===== config.mk =====
export PLATFORM = sky130hd
export DESIGN_NAME = mem_arbiter
export DESIGN_NICKNAME = d
export VERILOG_FILES = /design/src/rtl/mem_arb_pkg.sv /design/src/rtl/mem_arbiter_rr_pick.sv /design/src/rtl/mem_arbiter.sv
export SDC_FILE = /design/constraint.sdc
export NUM_CORES = 1
export LEC_CHECK = 0
export CORE_MARGIN = 2
export CORE_UTILIZATION = 32
export CTS_BUF_LIST = sky130_fd_sc_hd__clkbuf_16
export CTS_CLUSTER_SIZE = 10
export DETAILED_ROUTE_END_ITERATION = 6
export PLACE_DENSITY = 0.88
export SLEW_MARGIN = 25
export SYNTH_ARGS = -nofsm -noshare
export SYNTH_HDL_FRONTEND = slang
export SYNTH_SLANG_ARGS = --single-unit

===== constraint.sdc =====
create_clock -name clock -period 1.95 [get_ports clock]
set_input_delay 0.195 -clock clock [delete_from_list [all_inputs] [get_ports clock]]
set_output_delay 0.195 -clock clock [all_outputs]
set_load 0.01 [all_outputs]

===== src/rtl/mem_arb_pkg.sv =====
// rtl/mem_arb_pkg.sv - shared types, memory map and round-robin helper for mem_arbiter
package mem_arb_pkg;

  typedef enum logic {
    IDLE  = 1'b0,
    OWNED = 1'b1
  } arb_state_e;

  localparam int MEM_ADDR_W = 11;

  // Byte-address bases of the regions the engines share in mem
  localparam logic [MEM_ADDR_W-1:0] FLAGS_BASE          = 11'h000;
  localparam logic [MEM_ADDR_W-1:0] KNOWN_SINKS_BASE    = 11'h008;
  localparam logic [MEM_ADDR_W-1:0] WORST_HOPS_BASE     = 11'h028;
  localparam logic [MEM_ADDR_W-1:0] NEIGHBOR_ID_BASE    = 11'h048;
  localparam logic [MEM_ADDR_W-1:0] CLUSTER_ID_BASE     = 11'h0C8;
  localparam logic [MEM_ADDR_W-1:0] BATTERY_BASE        = 11'h148;
  localparam logic [MEM_ADDR_W-1:0] QVALUE_BASE         = 11'h1C8;
  localparam logic [MEM_ADDR_W-1:0] SINK_IDS_BASE       = 11'h248;
  localparam logic [MEM_ADDR_W-1:0] HCM_BASE            = 11'h648;
  localparam logic [MEM_ADDR_W-1:0] BETTER_NBR_BASE     = 11'h668;
  localparam logic [MEM_ADDR_W-1:0] KNOWN_SINK_CNT_ADDR = 11'h688;
  localparam logic [MEM_ADDR_W-1:0] NEIGHBOR_CNT_ADDR   = 11'h68A;
  localparam logic [MEM_ADDR_W-1:0] BETTER_NBR_CNT_ADDR = 11'h68C;
  localparam logic [MEM_ADDR_W-1:0] SINK_ID_CNT_ADDR    = 11'h68E;

  function automatic int unsigned rr_next_idx(input int unsigned idx, input int unsigned n);
    return (idx + 1 >= n) ? 0 : idx + 1;
  endfunction

endpackage


===== src/rtl/mem_arbiter_rr_pick.sv =====
// rtl/mem_arbiter_rr_pick.sv - combinational round-robin selector: first request at or after ptr
module rr_pick #(
  parameter int NUM_REQ = 4,
  parameter int IDX_W   = 2
) (
  input  logic [NUM_REQ-1:0] req_i,
  input  logic [IDX_W-1:0]   ptr_i,
  output logic [NUM_REQ-1:0] gnt_o,
  output logic               found_o
);

  logic [NUM_REQ-1:0]   req_rot;
  logic [NUM_REQ-1:0]   first_rot;
  logic [2*NUM_REQ-1:0] gnt_wide;

  // Rotate so ptr sits at bit 0, take the lowest set bit, rotate back
  always_comb begin
    req_rot   = NUM_REQ'({req_i, req_i} >> ptr_i);
    first_rot = '0;
    found_o   = 1'b0;
    for (int k = 0; k < NUM_REQ; k++) begin
      if (!found_o && req_rot[k]) begin
        first_rot[k] = 1'b1;
        found_o      = 1'b1;
      end
    end
    gnt_wide = {{NUM_REQ{1'b0}}, first_rot} << ptr_i;
    gnt_o    = gnt_wide[NUM_REQ-1:0] | gnt_wide[2*NUM_REQ-1:NUM_REQ];
  end

endmodule


===== src/rtl/mem_arbiter.sv =====
// rtl/mem_arbiter.sv - round-robin arbiter/sequencer sharing mem between engines
// Optional MEM_ALIGN_CHECK_EN: reject odd/last-byte accesses, adds err and err_cnt ports.
module mem_arbiter
  import mem_arb_pkg::*;
#(
  parameter int NUM_REQ  = 4,
  parameter int ADDR_W   = 11,
  parameter int WORD_W   = 16,
  parameter int MAX_HOLD = 16
) (
  input  logic                      clock,
  input  logic                      nrst,
  input  logic [NUM_REQ-1:0]        req,
  input  logic [NUM_REQ-1:0]        lock,
  input  logic [NUM_REQ-1:0]        wr_en_in,
  input  logic [NUM_REQ*ADDR_W-1:0] addr_in,
  input  logic [NUM_REQ*WORD_W-1:0] wdata_in,
  output logic [NUM_REQ-1:0]        gnt,
  output logic [NUM_REQ-1:0]        ack,
  output logic [WORD_W-1:0]         rdata,
  output logic [NUM_REQ-1:0]        rvalid,
  output logic [ADDR_W-1:0]         mem_address,
  output logic                      mem_wr_en,
  output logic [WORD_W-1:0]         mem_data_in,
  input  logic [WORD_W-1:0]         mem_data_out,
`ifdef MEM_ALIGN_CHECK_EN
  output logic                      err,
  output logic [7:0]                err_cnt,
`endif
  output logic                      busy
);

  localparam int IDX_W  = (NUM_REQ > 1) ? $clog2(NUM_REQ) : 1;
  localparam int HOLD_W = $clog2(MAX_HOLD + 1);
  localparam logic [HOLD_W-1:0] HOLD_LAST = HOLD_W'(MAX_HOLD - 1);

  arb_state_e          state_q, state_d;
  logic [IDX_W-1:0]    owner_q, owner_d;
  logic [IDX_W-1:0]    ptr_q, ptr_d;
  logic [HOLD_W-1:0]   hold_q, hold_d;
  logic [NUM_REQ-1:0]  gnt_q, gnt_d;
  logic [NUM_REQ-1:0]  rvalid_q, rvalid_d;
  logic [WORD_W-1:0]   rdata_q, rdata_d;

  logic [ADDR_W-1:0]   addr_a  [NUM_REQ];
  logic [WORD_W-1:0]   wdata_a [NUM_REQ];

  for (genvar i = 0; i < NUM_REQ; i++) begin : g_unpack
    assign addr_a[i]  = addr_in[i*ADDR_W +: ADDR_W];
    assign wdata_a[i] = wdata_in[i*WORD_W +: WORD_W];
  end

  logic [ADDR_W-1:0]  own_addr;
  logic [WORD_W-1:0]  own_wdata;
  logic               own_req, own_lock, own_wr;
  logic               access, reject, do_write, do_read, release_own;
  logic [IDX_W-1:0]   next_ptr;
  logic [NUM_REQ-1:0] pick_req, pick_gnt;
  logic [IDX_W-1:0]   pick_ptr, pick_idx;
  logic               pick_found;

  assign own_addr  = addr_a[owner_q];
  assign own_wdata = wdata_a[owner_q];
  assign own_req   = req[owner_q];
  assign own_lock  = lock[owner_q];
  assign own_wr    = wr_en_in[owner_q];

  // Reset gates the access directly so a write in flight never reaches mem
  assign access   = nrst && (state_q == OWNED) && own_req;
`ifdef MEM_ALIGN_CHECK_EN
  assign reject   = access && (own_addr[0] || (&own_addr));
`else
  assign reject   = 1'b0;
`endif
  assign do_write = access && own_wr && !reject;
  assign do_read  = access && !own_wr && !reject;

  assign release_own = !own_req || !own_lock || (hold_q == HOLD_LAST);
  assign next_ptr    = IDX_W'(rr_next_idx(32'(owner_q), NUM_REQ));

  // Releasing owner is masked out so it cannot win the same edge it lets go
  assign pick_req = (state_q == OWNED) ? (req & ~gnt_q) : req;
  assign pick_ptr = (state_q == OWNED) ? next_ptr : ptr_q;

  rr_pick #(
    .NUM_REQ (NUM_REQ),
    .IDX_W   (IDX_W)
  ) u_rr_pick (
    .req_i   (pick_req),
    .ptr_i   (pick_ptr),
    .gnt_o   (pick_gnt),
    .found_o (pick_found)
  );

  always_comb begin
    pick_idx = '0;
    for (int i = 0; i < NUM_REQ; i++) begin
      if (pick_gnt[i]) pick_idx = pick_idx | IDX_W'(i);
    end
  end

  always_ff @(posedge clock or negedge nrst) begin
    if (!nrst) begin
      state_q <= IDLE;
      owner_q <= '0;
      ptr_q   <= '0;
      hold_q  <= '0;
      gnt_q   <= '0;
    end else begin
      state_q <= state_d;
      owner_q <= owner_d;
      ptr_q   <= ptr_d;
      hold_q  <= hold_d;
      gnt_q   <= gnt_d;
    end
  end

  always_comb begin
    state_d = state_q;
    owner_d = owner_q;
    ptr_d   = ptr_q;
    hold_d  = hold_q;
    gnt_d   = gnt_q;
    unique case (state_q)
      IDLE: begin
        if (pick_found) begin
          state_d = OWNED;
          owner_d = pick_idx;
          gnt_d   = pick_gnt;
          hold_d  = '0;
        end
      end
      OWNED: begin
        if (release_own) begin
          ptr_d  = next_ptr;
          hold_d = '0;
          if (pick_found) begin
            owner_d = pick_idx;
            gnt_d   = pick_gnt;
          end else begin
            state_d = IDLE;
            gnt_d   = '0;
          end
        end else begin
          hold_d = hold_q + 1'b1;
        end
      end
      default: begin
        state_d = IDLE;
        gnt_d   = '0;
      end
    endcase
  end

  always_comb begin
    ack         = access ? gnt_q : '0;
    mem_address = access ? own_addr : '0;
    mem_data_in = access ? own_wdata : '0;
    mem_wr_en   = do_write;
    rvalid_d    = do_read ? gnt_q : '0;
    rdata_d     = do_read ? mem_data_out : rdata_q;
  end

  always_ff @(posedge clock or negedge nrst) begin
    if (!nrst) begin
      rvalid_q <= '0;
      rdata_q  <= '0;
    end else begin
      rvalid_q <= rvalid_d;
      rdata_q  <= rdata_d;
    end
  end

`ifdef MEM_ALIGN_CHECK_EN
  logic       err_q;
  logic [7:0] err_cnt_q, err_cnt_d;

  assign err_cnt_d = (reject && (err_cnt_q != 8'hFF)) ? err_cnt_q + 8'd1 : err_cnt_q;

  always_ff @(posedge clock or negedge nrst) begin
    if (!nrst) begin
      err_q     <= 1'b0;
      err_cnt_q <= '0;
    end else begin
      err_q     <= reject;
      err_cnt_q <= err_cnt_d;
    end
  end

  assign err     = err_q;
  assign err_cnt = err_cnt_q;
`endif

  assign gnt    = gnt_q;
  assign rvalid = rvalid_q;
  assign rdata  = rdata_q;
  assign busy   = |gnt_q;

endmodule


==> results of run 1 <==
[final cells by class]
type	instances	share of cell area
inverters	12	0.00814
flip-flops and latches	34	0.154
clock inverters	2	0.00611
repair buffers	249	0.448
multi-input cells	168	0.337
clock buffers	5	0.0226
well taps	105	0.0238
[where the power goes]
group | leakage [nW] | switching, mW | internal [mW] | total [mW]
Clock | 0.0773 | 0.279 | 0.590 | 0.870
Sequential | 0.423 | 0.237 | 0.982 | 1.22
Combinational | 1.85 | 2.01 | 3.06 | 5.08
[placed cells by master, fill, tap and decap left out, drive strengths merged, types with 2 or more instances in the layout]
| master | count |
|---|---|
| clkdlybuf4s50 | 162 |
| buf | 86 |
| dfrtp | 34 |
| mux4 | 29 |
| nor2b | 22 |
| mux2 | 19 |
| nor2 | 14 |
| nand2 | 13 |
| inv | 12 |
| o21ai | 10 |
| nor3 | 7 |
| clkbuf | 6 |
| and2b | 5 |
| a31oi | 4 |
| mux2i | 3 |
| a21boi | 3 |
| and3 | 3 |
| nor3b | 3 |
| a21oi | 3 |
| o22ai | 3 |
| nand3 | 3 |
| ha | 3 |
| a221oi | 2 |
| a32o | 2 |
| or2 | 2 |
| o311ai | 2 |
[per-layer routing]
layer,part of all wire,global-route usage,vias to the layer above
met5,0,0,-
met3,0.062,0.0447,15
met1,0.41,0.304,1452
met4,0.017,0.0556,0
li1,-,-,1344
met2,0.52,0.389,131
[repair_timing]
item / 4_1_cts / 5_1_grt
pin swaps: 7 / 5
setup buffers: 18 / 3
hold buffers: 0 / 0
resized for setup: 172 / 36
cloned: 2 / 1
endpoints found under the setup margin: 58 / 58
[worst max-delay path, cell delays in order (launching register included)]
cell and delay, ps:
dfrtp_2 410, mux4_2 590, nand3_4 180, buf_6 150, and2b_1 190, buf_2 130
[how the worst min path moves through the flow]
stage	start	to	slack, ps
3_5_place_dp	rdata[10]	rdata[10]	490
3_3_place_gp	rdata[7]	rdata[7]	490
4_1_cts	rdata[1]	rdata[1]	510
5_1_grt	rdata[6]	rdata[6]	530
2_1_floorplan	nrst	gnt[0]	-100
6_report	rdata[7]	rdata[7]	510
[per-stage QoR]
stage               hold slack [ps]   util  TNS [ps]  power (mW)  worst slack [ps]
finish                          512  0.680     -4240        7.16              -174
global route                    527  0.680     -6960        7.56              -232
CTS                             511  0.655     -5710        6.79              -179
detailed placement              491  0.608    -15120        5.44              -384
global placement                490  0.608    -13370        5.35              -371
floorplan                      -101      -         0        3.54             0.988
[logic make-up after synthesis]
kind of cell,after synthesis
buf+inv,27
simple gates,76
compound gates,36
mux,51
flops,34
fa+ha+maj,3
xor+xnor,2
[sequential cells by signal, summed over array words and instances, names as in the netlist]
| name | cells |
|---|---|
| gnt | 4 |
| hold_q | 5 |
| rdata | 16 |
| state_q | 1 |
| owner_q | 2 |
| rvalid | 4 |
| ptr_q | 2 |
==> flow_summary.json, run 1 <==
{
  "hold_viol": 0,
  "slew_headroom": 0.707,
  "drt_pass1_iterations": 4,
  "worst_pin_slew_ps": 434,
  "syn_area_per_cell_um2": 11.6,
  "async_reset_ff_frac": 1.00,
  "antenna_cells": 0,
  "cellPowerDensity_nw_per_um2": 1300,
  "fin_skew_ps": 2.96,
  "min_path_type": "flop to flop",
  "initial_core_util": 0.325,
  "violations": "setup timing",
  "reg2reg_to": "rdata[2]",
  "cts_tree": "done",
  "synth-simple-area-share": 0.161,
  "overflow": 0,
  "rsz0062_at_grt": "yes",
  "synth.ff_latch_count": 34,
  "rows": 33,
  "clock_path_buffers": 2,
  "antenna_found_initial": 0,
  "ant_nets": 0,
  "via_per_inst": 5.12,
  "rr_startpoint": "owner_q[0]",
  "grt_usage": 0.230,
  "ff2ff_setup_slack_ps": -70,
  "timing.fmax_mhz": 471,
  "dp_hpwl_mm": 8.28,
  "drv_cap": 0,
  "finalInstanceArea_um2": 5530,
  "drive_gt1_frac": 0.370,
  "wl_mm": 11.3,
  "area_growth_pct": 109,
  "htree_levels": 2,
  "globalplace.congestion": 0.937,
  "post_dp_cell_area_um2": 4950,
  "grt_max_degree": 35,
  "yosysSeqAreaShare": 0.322,
  "first_global_vias": 2942,
  "cts.clk_slew.worst_paths_ps": 50,
  "arrival_ps": 1930,
  "synth_compound_area_frac": 0.0936,
  "cp-startpoint": "owner_q[0]",
  "yosysMostFrequentCell": "dfrtp_1",
  "finalSetupViolCount": 54,
  "stdcell_count": 575,
  "syn_area_um2": 2650,
  "peakVddDrop_uv": 1210,
  "critical_path_class": "flop to primary output",
  "setup_slack_ps": -174,
  "drc": 0,
  "portBuffers": 194,
  "core_area_um2": 8130,
  "p_leak_nw": 2.35,
  "cp-end-kind": "primary output",
  "hold_depth": 1,
  "die_y_um": 94.9,
  "dieArea_um2": 9010,
  "clock_sinks": 34,
  "cp-endpoint": "mem_data_in[4]",
  "synth_fa_ha_area_frac": 0.0142,
  "yosys_warnings": 0,
  "insertion_delay_ps": 280,
  "die_x_um": 94.9,
  "synth_top_family_by_area": "multiplexers",
  "outcome": "complete, but fails checks",
  "min_period_over_period": 1.09,
  "root_buffer": "clkbuf_16",
  "fin_nets": 611,
  "crit_fanout": 5,
  "grt_pass1_wl_mm": 15.7,
  "synth_commonest_cells": "34 x dfrtp_1, 29 x mux4_2, 22 x nor2b_1, 13 x nand2_1, 13 x nor2_1",
  "synth_top_area_share": 0.322,
  "dp_cells": 545,
  "synth-edff-count": 0,
  "synthFlopType": "dfrtp_1",
  "wl_per_cell_um": 19.6,
  "r2r_cells": 6,
  "multiInputGateArea_um2": 1870,
  "drtIter0Drc": 131,
  "via_count": 2942,
  "ys_top_cells_by_area": "dfrtp_1 32%, mux4_2 25%, mux2_4 5.7%, nor2b_1 5.2%, mux2_2 3.8%",
  "synth_top_area_cell": "dfrtp_1",
  "numCtsBuffers": 5,
  "n_fill_cell": 585,
  "synth_mux_area_frac": 0.353,
  "fin_crit_ps": 2120,
  "ys_types": 44,
  "final-seq-area_um2": 852,
  "crit_path_start_kind": "flop",
  "synth_xor_area_frac": 0.00662,
  "syn_inst": 229,
  "pin_count": 195,
  "maxSlewViolCount": 0,
  "critPathRequiredTime_ps": 1750,
  "syn_nets": 370
}
No activity file was read; power rests on OpenSTA's default activity.
==> inputs of run 2 (changes only) <==
--- a/config.mk
+++ b/config.mk
@@ -11,6 +11,7 @@
 export CTS_CLUSTER_SIZE = 10
 export DETAILED_ROUTE_END_ITERATION = 6
 export PLACE_DENSITY = 0.88
+export RECOVER_POWER = 100
 export SLEW_MARGIN = 25
 export SYNTH_ARGS = -nofsm -noshare
 export SYNTH_HDL_FRONTEND = slang
==> flow_summary.json, run 2 (synthesis gave the netlist of run 1 again) <==
{
  "arrival_ps": 1930,
  "antenna_cells": 0,
  "dp_cells": 545,
  "grt_max_degree": 35,
  "timing.fmax_mhz": 471,
  "peakVddDrop_uv": 1210,
  "path_delay_family": "multiplexers",
  "slew_headroom": 0.706,
  "crit_chain": "mux4_2, nand3_4, buf_6, and2b_1, buf_2",
  "critical_path_class": "flop to primary output",
  "via_per_inst": 5.12,
  "holdWs_ps": 506,
  "wl_per_cell_um": 19.5,
  "fin_skew_ps": 3.07,
  "grt_usage": 0.230,
  "p_leak_nw": 2.38,
  "root_buffer": "clkbuf_16",
  "via_count": 2944,
  "dp_hpwl_mm": 8.28,
  "ant_nets": 0,
  "combPwrFrac": 0.706,
  "antenna_found_initial": 0,
  "path_buf_inv": 2,
  "wl_mm": 11.2,
  "stdcell_count": 575,
  "globalplace.congestion": 0.937,
  "n_fill_cell": 585,
  "insertion_delay_ps": 280,
  "crit_path_start_kind": "flop",
  "fin_nets": 611,
  "min_period_over_period": 1.09,
  "violations": "setup timing",
  "area_growth_pct": 109,
  "die_x_um": 94.9,
  "dieArea_um2": 9010,
  "numCtsBuffers": 5,
  "initial_core_util": 0.325,
  "final-seq-area_um2": 852,
  "maxSlewViolCount": 0,
  "worst_pin_slew_ps": 442,
  "cp-end-kind": "primary output",
  "multiInputGateArea_um2": 1870,
  "die_y_um": 94.9,
  "crit_fanout": 5,
  "max_stage_delay_ps": 590,
  "finalSetupViolCount": 54,
  "critPathRequiredTime_ps": 1750,
  "post_dp_cell_area_um2": 4950,
  "largest_reg_flops": 16,
  "final_common_cell": "clkdlybuf4s50_1",
  "hold_viol": 0,
  "drc": 0,
  "switching_share": 0.356,
  "p_int_mw": 4.56,
  "htree_levels": 2,
  "seqPwrFrac": 0.171,
  "clock_sinks": 34,
  "core_area_um2": 8130,
  "clock_path_buffers": 2,
  "rsz0062_at_grt": "yes",
  "switchingPower_mw": 2.52,
  "cellPowerDensity_nw_per_um2": 1280,
  "outcome": "complete, but fails checks",
  "setup_slack_ps": -172,
  "fin_crit_ps": 2120,
  "power_frac_clock": 0.123,
  "finalInstanceArea_um2": 5530,
  "overflow": 0,
  "drive_gt1_frac": 0.370,
  "drv_cap": 0,
  "pin_count": 195,
  "cts.clk_slew.worst_paths_ps": 50,
  "cts_tree": "done",
  "first_global_vias": 2942,
  "min_path_type": "flop to flop",
  "crit_slowest_cell": "mux4_2",
  "mostFrequentLayoutCells": "138 x clkdlybuf4s50_1, 33 x dfrtp_1, 30 x buf_4, 29 x mux4_2, 24 x dlygate4sd3_1",
  "power_mw": 7.07,
  "drt_pass1_iterations": 4,
  "portBuffers": 194,
  "grt_pass1_wl_mm": 15.7,
  "rows": 33,
  "cts_hold_repair.buffers": 0,
  "drtIter0Drc": 149
}
[run 2: cell types whose count changed in the layout (fill, tap and decap cells not counted)]
| cell | previous run | this run |
|---|---|---|
| clkdlybuf4s50_1 | 162 | 138 |
| dlygate4sd3_1 | 0 | 24 |
[run 2: layer usage]
layer  share of wire  vias to the layer above  GRT usage
met1            0.40                     1442      0.304
met5               0                        -          0
li1                -                     1344          -
met4           0.017                        0     0.0556
met3           0.068                       15     0.0447
met2            0.52                      143      0.389
[run 2: final cells by class]
type                            count  area share
Clock buffer                        5      0.0226
Sequential cell                    34       0.154
Tap cell                          105      0.0238
Inverter                           12     0.00814
Timing Repair Buffer              249       0.448
Clock inverter                      2     0.00611
Multi-Input combinational cell    168       0.337
[run 2: power by group through the flow]
stage / Clock [mW] / Combinational [mW] / Sequential [mW]
after floorplan: 0 / 2.29 / 1.25
after global placement: 0 / 4.15 / 1.21
after detailed placement: 0 / 4.23 / 1.22
after CTS: 0.878 / 4.70 / 1.22
after global routing: 0.910 / 5.31 / 1.25
final: 0.870 / 5.00 / 1.21
[run 2: worst paths after layout]
path                            start              to  slack, ps  cells after the start
max                        owner_q[0]  mem_data_in[4]       -170                      5
min                          rdata[7]        rdata[7]        510                      1
max reg2reg                owner_q[0]      owner_q[0]        -90                      7
min reg2reg                  rdata[7]        rdata[7]        510                      1
max in group asynchronous        nrst      owner_q[0]       1070                      2
min in group asynchronous        nrst          gnt[2]        530                      2
[run 2: through the flow]
| stage | utilization | worst slack (ps) | setup TNS (ps) |
|---|---|---|---|
| floorplan | - | 0.988 | 0 |
| global placement | 0.608 | -371 | -13370 |
| detailed placement | 0.608 | -384 | -15120 |
| CTS | 0.655 | -179 | -5710 |
| global route | 0.680 | -232 | -6960 |
| finish | 0.680 | -172 | -4190 |
[run 2: repair_timing]
item	CTS	global route
cloned	2	1
endpoints found under the setup margin	58	58
buffers inserted	18	3
gates resized for setup	172	36
pin swaps	7	5
[run 2: worst reg2reg max path: stages, from the launching register on]
cell,delay [ps]
dfrtp_2,440
buf_12,150
ha_1,190
or2_2,330
a31oi_4,230
o21ai_1,110
a221oi_2,320
mux2_2,200
